==> src/rtl/seg7_pkg.sv <==
// ---------------------------------------------------------------------------
// seg7_pkg
// Shared definitions for the BCD seven-segment scanner.
//   - NUM_DIGITS : number of display positions (fixed at 5)
//   - bcd_t      : 4-bit BCD digit type
//   - SEG_*      : active-low segment patterns, bit order {g,f,e,d,c,b,a}
// ---------------------------------------------------------------------------
`timescale 1ns/1ps

package seg7_pkg;

  localparam int NUM_DIGITS = 5;

  typedef logic [3:0] bcd_t;

  localparam logic [6:0] SEG_0     = 7'b1000000;
  localparam logic [6:0] SEG_1     = 7'b1111001;
  localparam logic [6:0] SEG_2     = 7'b0100100;
  localparam logic [6:0] SEG_3     = 7'b0110000;
  localparam logic [6:0] SEG_4     = 7'b0011001;
  localparam logic [6:0] SEG_5     = 7'b0010010;
  localparam logic [6:0] SEG_6     = 7'b0000010;
  localparam logic [6:0] SEG_7     = 7'b1111000;
  localparam logic [6:0] SEG_8     = 7'b0000000;
  localparam logic [6:0] SEG_9     = 7'b0010000;
  localparam logic [6:0] SEG_DASH  = 7'b0111111;
  localparam logic [6:0] SEG_BLANK = 7'b1111111;

endpackage

==> src/rtl/bcd_seg7_decode.sv <==
// ---------------------------------------------------------------------------
// bcd_seg7_decode
// Purely combinational BCD to seven-segment decoder, active-low outputs.
// Codes 10..15 are not valid BCD and are shown as a dash so that a
// corrupted digit is visible on the display instead of silently wrong.
// Ports:
//   digit : in  bcd_t       BCD digit to display
//   seg   : out logic [6:0] segments {g,f,e,d,c,b,a}, active-low
// ---------------------------------------------------------------------------
`timescale 1ns/1ps

module bcd_seg7_decode
  import seg7_pkg::*;
(
  input  bcd_t       digit,
  output logic [6:0] seg
);

  always_comb begin
    seg = SEG_DASH;
    case (digit)
      4'd0: seg = SEG_0;
      4'd1: seg = SEG_1;
      4'd2: seg = SEG_2;
      4'd3: seg = SEG_3;
      4'd4: seg = SEG_4;
      4'd5: seg = SEG_5;
      4'd6: seg = SEG_6;
      4'd7: seg = SEG_7;
      4'd8: seg = SEG_8;
      4'd9: seg = SEG_9;
      default: seg = SEG_DASH;
    endcase
  end

endmodule

==> src/rtl/bcd_seg7_scanner.sv <==
// ---------------------------------------------------------------------------
// bcd_seg7_scanner
// Time-multiplexed driver for a 5-digit common-anode seven-segment display.
// A prescaler divides clk down to one scan slot per REFRESH_DIV cycles; each
// slot lights one position. The five input digits are captured into shadow
// registers once per frame (on the wrap from the last position back to the
// first) so a single frame never mixes old and new values.
//
// Optional build macro:
//   SEG_LZB_EN : leading-zero blanking. Positions 4..1 go blank when their
//                shadow digit and every higher digit are zero. Position 0 is
//                never blanked. Invalid codes count as non-zero.
//
// Parameters:
//   REFRESH_DIV : clk cycles per digit slot (>= 2)
// Ports:
//   clk        : in  system clock, rising edge
//   rst_n      : in  asynchronous active-low reset
//   D5..D1     : in  BCD digits, D5 = ten-thousands, D1 = units
//   enable     : in  low blanks the whole display; scanning continues
//   an         : out anode selects, active-low, an[0] = D1 position
//   seg        : out segments {g,f,e,d,c,b,a}, active-low
//   frame_done : out one-cycle pulse following each shadow load
// ---------------------------------------------------------------------------
`timescale 1ns/1ps

module bcd_seg7_scanner
  import seg7_pkg::*;
#(
  parameter int REFRESH_DIV = 50000
) (
  input  logic       clk,
  input  logic       rst_n,
  input  logic [3:0] D5,
  input  logic [3:0] D4,
  input  logic [3:0] D3,
  input  logic [3:0] D2,
  input  logic [3:0] D1,
  input  logic       enable,
  output logic [4:0] an,
  output logic [6:0] seg,
  output logic       frame_done
);

  localparam int            PW        = (REFRESH_DIV > 1) ? $clog2(REFRESH_DIV) : 1;
  localparam logic [PW-1:0] PRESC_MAX = PW'(REFRESH_DIV - 1);
  localparam logic [2:0]    IDX_MAX   = 3'(NUM_DIGITS - 1);

  logic [PW-1:0]              presc;
  logic                       tick;
  logic [2:0]                 idx;
  bcd_t [NUM_DIGITS-1:0]      shadow;
  bcd_t                       cur_digit;
  logic                       cur_blank;
  logic [4:0]                 cur_an;
  logic [6:0]                 dec_seg;
  logic [NUM_DIGITS-1:1]      lead_zero;

  assign tick = (presc == PRESC_MAX);

  // Slot prescaler and scan position.
  always_ff @(posedge clk or negedge rst_n) begin
    if (!rst_n) begin
      presc <= '0;
      idx   <= '0;
    end else begin
      if (tick) begin
        presc <= '0;
        idx   <= (idx == IDX_MAX) ? 3'd0 : idx + 3'd1;
      end else begin
        presc <= presc + 1'b1;
      end
    end
  end

  // The shadow load happens on the same edge that wraps idx back to 0, so
  // the new frame starts with freshly captured digits.
  always_ff @(posedge clk or negedge rst_n) begin
    if (!rst_n) begin
      shadow     <= '0;
      frame_done <= 1'b0;
    end else begin
      frame_done <= 1'b0;
      if (tick && (idx == IDX_MAX)) begin
        shadow     <= {D5, D4, D3, D2, D1};
        frame_done <= 1'b1;
      end
    end
  end

  // lead_zero[k]: shadow digits k..4 are all zero, so position k is a
  // leading zero. Written as OR-reductions to keep each bit independent.
`ifdef SEG_LZB_EN
  assign lead_zero[4] = (shadow[4] == 4'd0);
  assign lead_zero[3] = ((shadow[4] | shadow[3]) == 4'd0);
  assign lead_zero[2] = ((shadow[4] | shadow[3] | shadow[2]) == 4'd0);
  assign lead_zero[1] = ((shadow[4] | shadow[3] | shadow[2] | shadow[1]) == 4'd0);
`else
  assign lead_zero = '0;
`endif

  always_comb begin
    cur_digit = shadow[0];
    cur_blank = 1'b0;
    cur_an    = 5'b11110;
    case (idx)
      3'd1: begin
        cur_digit = shadow[1];
        cur_blank = lead_zero[1];
        cur_an    = 5'b11101;
      end
      3'd2: begin
        cur_digit = shadow[2];
        cur_blank = lead_zero[2];
        cur_an    = 5'b11011;
      end
      3'd3: begin
        cur_digit = shadow[3];
        cur_blank = lead_zero[3];
        cur_an    = 5'b10111;
      end
      3'd4: begin
        cur_digit = shadow[4];
        cur_blank = lead_zero[4];
        cur_an    = 5'b01111;
      end
      default: begin
        cur_digit = shadow[0];
        cur_blank = 1'b0;
        cur_an    = 5'b11110;
      end
    endcase
  end

  bcd_seg7_decode u_decode (
    .digit (cur_digit),
    .seg   (dec_seg)
  );

  // Registered pin drivers. A blanked leading zero keeps its anode active
  // so the scan duty cycle stays uniform across positions.
  always_ff @(posedge clk or negedge rst_n) begin
    if (!rst_n) begin
      an  <= 5'b11111;
      seg <= SEG_BLANK;
    end else if (!enable) begin
      an  <= 5'b11111;
      seg <= SEG_BLANK;
    end else begin
      an  <= cur_an;
      seg <= cur_blank ? SEG_BLANK : dec_seg;
    end
  end

endmodule

==> config.mk <==
export PLATFORM = sky130hd
export DESIGN_NAME = bcd_seg7_scanner
export DESIGN_NICKNAME = d
export VERILOG_FILES = /design/src/rtl/seg7_pkg.sv /design/src/rtl/bcd_seg7_decode.sv /design/src/rtl/bcd_seg7_scanner.sv
export SDC_FILE = /design/constraint.sdc
export NUM_CORES = 1
export LEC_CHECK = 0
export CELL_PAD_IN_SITES_DETAIL_PLACEMENT = 1
export CELL_PAD_IN_SITES_GLOBAL_PLACEMENT = 1
export CORE_ASPECT_RATIO = 0.6
export CORE_MARGIN = 2
export CORE_UTILIZATION = 43
export DETAILED_ROUTE_END_ITERATION = 12
export GPL_TIMING_DRIVEN = 0
export PLACE_DENSITY = 0.79
export SKIP_CTS_REPAIR_TIMING = 1
export SYNTH_ARGS = -nofsm -noshare
export SYNTH_HDL_FRONTEND = slang
export SYNTH_SLANG_ARGS = --single-unit
==> constraint.sdc <==
create_clock -name clk -period 2.6 [get_ports clk]
set_input_delay 0.78 -clock clk [delete_from_list [all_inputs] [get_ports clk]]
set_output_delay 0.78 -clock clk [all_outputs]
set_load 0.02 [all_outputs]
==> impl.org, run 1 <==
** Route
- The routed layout has 1737 vias.
- The pre-antenna-repair detailed-routing pass consisted of 4 iterations.
- After detailed routing, the total wire length is 6017 µm.
- After the first detailed-routing iteration, the DRC count stood at 72.
- Number of nets with antenna violations after routing :: 0
- After detailed routing, the number of remaining DRC violations is 0.
- Dividing the detail-routed wire length by the instance count gives 17.91 µm.
- Via/cell ratio :: 5.170

** Min path
- Type of the most critical hold path :: in2async

** Yosys
- Synthesis produced 212 cells.
- Of the total synthesized cell area, the portion taken by XOR and XNOR cells is 4.804%.
- After synthesis, the mean cell area works out to 12.04 µm².
- Most area-consuming cells after synthesis :: dfrtp_1 (39%), dfstp_2 (12%), mux2_4 (12%)
- Measured against the total synthesized area, the mux share comes to 14.17%.
- In the synthesized netlist the dominant register cell turns out to be dfrtp_1.
- Yosys mapped a number of flops with a built-in enable equal to 0.
- Sequential-to-total area share from yosys stat :: 51.57%
- The cell area that synthesis handed to floorplanning was 2552 µm².
- Post-synthesis net count :: 244
- The most common cell in the synthesized netlist is dfrtp_1.
- Synthesis instantiated 42 different standard cells from the library.
- Counting flops and latches in the post-synthesis netlist gives 52.
- Fraction of synthesis flops using an asynchronous set or reset pin :: 100.0%
- The largest total area in the synthesized netlist belongs to dfrtp_1.
- By count the netlist is led by dfrtp_1 (40), mux2_4 (21), nor2_1 (19).
- The synthesized netlist devotes 7.402% of its cell area to compound gates.
- Of the total synthesized cell area, the portion taken by full adders, half adders and majority gates is 4.412%.
- The synthesized design devotes to its leading area cell type 39.22% of total area.
- After synthesis, the largest family of logic cells by area is multiplexers.
- Of the total synthesized cell area, the portion taken by AND, OR, NAND and NOR gates is 12.60%.
- During synthesis, Yosys emitted a total of 0 warnings.

** Power
- For this design the total switching power over the nets is 299.4 µW.
- Int Power :: 1049 µW
- Clk pwr share :: 33.4%
- In this run, the combinational gates consume 5.8% of the power.
- Leakage power :: 0.001351 µW
- Part of the power in registers :: 60.8%
- Max rail drop VDD :: 0.0002000 V
- Net switching fraction of the power :: 22.20%
- Dividing total power by cell area gives a power density of 432.4 nW/µm².

** STA
- Worst setup margin :: 0.1437 ns
- Setup violations remaining at the end of the flow were counted as 0.
- Max Transition Viols Final :: 0
- Final Skew :: 0.01050 ns
- For the pin with the worst max-slew slack, the measured transition is 0.5741 ns.
- The hold violation count in the final report was 0.
- Fin crit period :: 2.456 ns
- Relative slew slack :: 61.73%
- Share of the cycle needed by the critical path after routing :: 94.47%
- Fmax :: 407.1 MHz
- Adding up every negative setup slack in the final design gives 0 ns.
- Setup repair after global routing left no endpoint under its margin.

** Finish
- Total number of nets in the final design :: 287
- Filler cells :: 608
- Compared with the post-synthesis result, the final layout area differs by 22.16%.
- The finished cells cover 3118 µm².
- Ratio of cells with drive above 1 in the final layout :: 22.66%
- At the end of the flow the core is filled with cells to 55.19%.
- The finished layout holds 336 standard cells, fillers aside.
- 0 antenna diodes ended up in the layout.

** Placed design
- IO Port Bufs :: 34
- The congestion estimate from routability-driven global placement came to 0.8139.
- Standard cell area after detailed placement :: 3008 µm²
- Worst setup slack before clock tree synthesis :: -0.1258 ns
- HPWL after DPL :: 4496 µm
- Once placement completed, the tool counted placed cells totaling 327.

** Die
- Die H :: 63.68 µm
- 36 I/O pins were placed.
- Number of placement rows :: 21
- The floorplan step defined a core boundary enclosing 5649 µm².
- Starting utilization of the core area :: 45.18%
- In this run the horizontal extent of the chip is 103.5 µm.
- Area of the die :: 6589 µm²

** Clock tree
- TritonCTS built the clock tree.
- The H-tree generated during clock tree synthesis spans 2 levels.
- Clock slew seen by the registers of the worst setup and hold paths :: 0.10 ns
- The clock drives 52 sinks.
- Clock root buffer :: clkbuf_8
- CTS max path bufs :: 2
- Source-to-sink clock delay at the later pin of the worst-skew pair :: 0.30 ns
- In this run, CTS created clock tree buffers numbering 5.

** Critical path
- Number of cells traversed by the worst register-to-register path :: 11
- In this run the worst path has a maximum fanout of 6.
- Signal arrival time at the worst endpoint :: 2.66 ns
- STA classifies the critical path startpoint as a flip-flop.
- By startpoint and endpoint, the worst setup path is classified as reg2reg.
- The worst setup path is captured at a flip-flop.
- CP required :: 2.80 ns

** Outcome
- Outcome :: completed

** GRT
- Number of antenna violations at the first check in global routing :: 0
- In the global route stage, overall resource usage came out at 20.08%.
- Entering global routing, the biggest net connects 29 pins.
- Global routing finished with a remaining overflow of 0.
- First-pass GRT wire length :: 9908 µm
- Via count of the first global-routing pass :: 1903

** Run
- Across the run, the number of max-cap violations was 0.
-- flip-flops by register name, summed over array words and instances (netlist names) --
signal and cells:
presc 16, shadow 20, frame_done 1, idx 3
an 5, seg 7
-- cells in the final DEF (no fill, tap or decap), types with 3 or more instances in the layout --
master,instances
o21ai_0,13
buf_12,3
nand2_1,11
dfstp_2,12
clkbuf_1,4
a32oi_1,4
mux2_4,21
ha_1,6
xnor2_1,8
nand4_1,6
nor2_1,19
xor2_1,6
ha_2,3
dfrtp_1,40
clkdlybuf4s50_1,33
inv_1,11
clkbuf_8,5
and3_1,4
nand3_1,6
a22oi_1,4
-- power groups by stage --
| stage | sequential (µW) | combinational [µW] | clock, µW |
|---|---|---|---|
| 2_1_floorplan | 843 | 6.42 | 0 |
| 3_3_place_gp | 835 | 75.6 | 0 |
| 3_5_place_dp | 835 | 79.5 | 0 |
| 4_1_cts | 820 | 79.7 | 456 |
| 5_1_grt | 821 | 85.0 | 486 |
| 6_report | 820 | 78.5 | 450 |
-- worst max-delay path, stage by stage, from the launching register on --
cell,delay [ns]
dfrtp_1,0.42
inv_1,0.13
ha_1,0.31
nand2_1,0.15
o211a_1,0.14
clkbuf_4,0.18
mux2_2,0.32
inv_1,0.08
ha_1,0.29
inv_1,0.04
o21ai_0,0.15
nand4_1,0.13
-- final timing paths --
kind | slack [ns] | start | to
min in group clk | 0.51 | presc[0] | presc[0]
max reg2reg | 0.14 | idx[0] | seg[3]
max | 0.14 | idx[0] | seg[3]
min reg2reg | 0.51 | presc[0] | presc[0]
min | 0.46 | rst_n | presc[13]
max in group asynchronous | 1.52 | rst_n | seg[1]
-- cell families after synthesis --
group | after synthesis
simple gates | 63
flops | 52
compound gates | 28
mux | 25
buf+inv | 21
xor+xnor | 14
fa+ha+maj | 9
-- layer usage --
metal	vias to the layer above	track usage (%)	share of wire, %
li1	818	-	-
met1	878	30.40	52
met2	36	29.19	43
met3	5	4.218	3.8
met4	0	4.934	0.88
met5	-	0	0
-- layout make-up --
cell class                 count  area (µm²)  share of cell area [%]
sequential                    52        1316                   42.22
timing repair buffer          36       362.8                   11.64
buffer                         9       90.09                   2.889
inverter                      12       45.04                   1.445
tap                           80       100.1                   3.210
clock buffer                   7       76.32                   2.448
clock inverter                 1       3.754                  0.1204
multi-input combinational    139        1124                   36.04
-- metrics by stage --
step | total power, µW | hold WS [ns]
floorplan | 849.6 | 0.4550
global placement | 910.4 | 0.4811
global route | 1391 | 0.4841
finish | 1348 | 0.4559
CTS | 1355 | 0.4778
detailed placement | 914.8 | 0.4957
Power figures use the tool's default switching activity.
==> run 2, diff against run 1 <==
--- a/config.mk
+++ b/config.mk
@@ -5,6 +5,7 @@
 export SDC_FILE = /design/constraint.sdc
 export NUM_CORES = 1
 export LEC_CHECK = 0
+export CAP_MARGIN = 20
 export CELL_PAD_IN_SITES_DETAIL_PLACEMENT = 1
 export CELL_PAD_IN_SITES_GLOBAL_PLACEMENT = 1
 export CORE_ASPECT_RATIO = 0.6
==> run 2 against run 1 <==
Die area unchanged. Critical path depth is the same. Total power did not move. Worst setup slack unchanged. Via count unchanged. Register-to-register slack about the same. Critical endpoint unchanged. Largest cell class unchanged.
==> impl.org, run 2 (synthesis gave the netlist of run 1 again) <==
** Die
- The site row count came to 21 (unchanged).
- The number of ports placed on the die boundary is 36 (unchanged).
- Starting utilization of the core area :: 45.18% (unchanged)
- The floorplan die height was 63.68 µm (unchanged).
- Core Area :: 5649 µm² (unchanged)
- The die width was 103.5 µm (unchanged).
- The total die area came to 6589 µm² (unchanged).

** Power
- Portion of total power attributed to combinational logic :: 5.8% (about the same)
- The static leakage power came to 0.001351 µW (unchanged).
- The net switching fraction of the power came to 22.20% (unchanged).
- Part of the power in registers :: 60.8% (about the same)
- Net switching power :: 299.4 µW (unchanged)
- The internal power component is 1049 µW (unchanged).
- Clk pwr share :: 33.4% (about the same)
- Max rail drop VDD :: 0.0002000 V (unchanged)
- Cell area power density :: 432.4 nW/µm² (unchanged)

** Clock tree
- CTS max path bufs :: 2 (unchanged)
- Clock tree synthesis selected as its root buffer the cell clkbuf_8.
- TritonCTS built the clock tree.
- The H-tree depth was 2 (unchanged).
- Clock slew seen by the registers of the worst setup and hold paths :: 0.10 ns (about the same)
- Clock sink count :: 52 (unchanged)
- TritonCTS Buffers :: 5 (unchanged)
- Source-to-sink clock delay at the later pin of the worst-skew pair :: 0.30 ns (about the same)

** Min path
- The path class of the tightest hold or removal check is in2async.

** GRT
- The number of global-route vias before repair is 1903 (unchanged).
- Aggregate global routing overflow :: 0 (unchanged)
- Number of antenna violations at the first check in global routing :: 0 (unchanged)
- GR Util All Layers :: 20.08% (unchanged)
- First-pass GRT wire length :: 9908 µm (unchanged)
- The pin count of the biggest net entering global routing came to 29 (unchanged).

** Finish
- Non-Filler Cell Area, Final :: 3118 µm² (unchanged)
- Most frequent cells in the layout :: dfrtp_1 (40), clkdlybuf4s50_1 (33), mux2_4 (21)
- Filler cells :: 608 (unchanged)
- The area of all sequential standard cells was 1316 µm² (unchanged).
- Number of diodes added for antenna fixing :: 0 (unchanged)
- Top reg by flops :: shadow
- The library cell used most frequently in the layout, excluding fill and tap cells, is dfrtp_1.
- In the final layout, the registers with the most flip-flops are shadow x20, presc x16, seg x7.
- The flip-flop count of the largest register, all copies and words added came to 20 (unchanged).
- Area overhead of the layout relative to synthesis :: 22.16% (unchanged)
- Final cell count without fillers :: 336 (unchanged)
- Ratio of cells with drive above 1 in the final layout :: 22.66% (unchanged)
- The combined area of the multi-input logic cells was 1124 µm² (unchanged).
- Total number of nets in the final design :: 287 (unchanged)
- The post-layout utilization of the core is 55.19% (unchanged).

** Critical path
- Biggest cell delay along the critical path :: 0.42 ns (about the same)
- The worst setup path is launched from a flip-flop.
- Critical path type :: reg2reg
- Walking the worst path, the cells encountered are inv_1 -> ha_1 -> nand2_1 -> o211a_1 -> clkbuf_4 -> mux2_2 -> inv_1 -> ha_1 -> inv_1 -> o21ai_0 -> nand4_1.
- Signal arrival time at the worst endpoint :: 2.66 ns (about the same)
- The critical path data required time came to 2.80 ns (about the same).
- The worst setup path is captured at a flip-flop.
- In this design, the critical path's most frequently occurring cell is inv_1.
- The slowest stage of the critical path is the dfrtp_1 cell.
- CP max FO :: 6 (unchanged)

** STA
- Share of the cycle needed by the critical path after routing :: 94.47% (unchanged)
- Max Transition Viols Final :: 0 (unchanged)
- The shortest period the worst path allows was 2.456 ns (unchanged).
- Fmax :: 407.1 MHz (unchanged)
- The final setup violation count is 0 (unchanged).
- Hold Violations, Final :: 0 (unchanged)
- Setup repair after global routing left no endpoint under its margin.
- Worst Hold Slack :: 0.4559 ns (unchanged)
- The slew at the pin with the worst max-slew slack is 0.5741 ns (unchanged).
- The final clock skew came to 0.01050 ns (unchanged).
- The worst slew margin relative to its limit is 61.73% (unchanged).
- The final setup TNS came to 0 ns (unchanged).

** Route
- The final routed wire length divided by cell count came to 17.91 µm (unchanged).
- Total wirelength of the detailed-routed design :: 6017 µm (unchanged)
- The overall via count from detail_route was 1737 (unchanged).
- Post-route DRC violation count :: 0 (unchanged)
- The post-detailed-route count of antenna-violating nets was 0 (unchanged).
- Violation count after the first detailed-route iteration :: 72 (unchanged)
- DR pass1 iterations :: 4 (unchanged)
- The vias per cell came to 5.170 (unchanged).

** Placed design
- IO Port Bufs :: 34 (unchanged)
- Last weighted congestion value of the routability-driven placer :: 0.8139 (unchanged)
- The number of placed instances, taps included is 327 (unchanged).
- Standard cell area after detailed placement :: 3008 µm² (unchanged)
- The detailed-placement wirelength estimate is 4496 µm (unchanged).

** Run
- Number of maximum-capacitance constraint violations :: 0 (unchanged)

** Outcome
- Outcome :: completed
==> run 2: cell counts in the layout (fill, tap and decap cells not counted) <==
Identical to the previous run, type by type.
==> run 2: cell type report <==
class                           count  area share (%)
Inverter                           12           1.445
Multi-Input combinational cell    139           36.04
Sequential cell                    52           42.22
Tap cell                           80           3.210
Buffer                              9           2.889
Clock buffer                        7           2.448
Clock inverter                      1          0.1204
Timing Repair Buffer               36           11.64
==> run 2: critical path, delay by kind of cell (launching register included) <==
family	cells	cell delay, ns
simple gates	2	0.28
mux	1	0.32
buf+inv	4	0.43
flops	1	0.42
fa+ha+maj	2	0.60
compound gates	2	0.29
==> run 2: worst paths after layout <==
path | startpoint | end | slack [ns] | depth (start not counted)
setup / recovery | idx[0] | seg[3] | 0.14 | 11
hold / removal | rst_n | presc[13] | 0.46 | 1
setup reg to reg | idx[0] | seg[3] | 0.14 | 11
hold reg to reg | presc[0] | presc[0] | 0.51 | 1
max in group asynchronous | rst_n | seg[1] | 1.52 | 2
min in group clk | presc[0] | presc[0] | 0.51 | 1
==> run 2: per-stage QoR <==
step	setup WS [ns]	power (µW)
final	0.1437	1348
after global routing	0.01806	1391
after CTS	-0.1436	1355
after detailed placement	-0.1258	914.8
after global placement	-0.7796	910.4
after floorplan	0.3211	849.6
==> run 2: power by group through the flow <==
| stage | registers, µW | logic, µW | clock network [µW] |
|---|---|---|---|
| global route | 821 | 85.0 | 486 |
| floorplan | 843 | 6.42 | 0 |
| detailed placement | 835 | 79.5 | 0 |
| CTS | 820 | 79.7 | 456 |
| finish | 820 | 78.5 | 450 |
| global placement | 835 | 75.6 | 0 |
==> run 2: metal layers <==
metal,track usage [%],vias to the layer above,part of all wire (%)
met3,4.218,5,3.8
met5,0,-,0
met2,29.19,36,43
met1,30.40,878,52
li1,-,818,-
met4,4.934,0,0.88
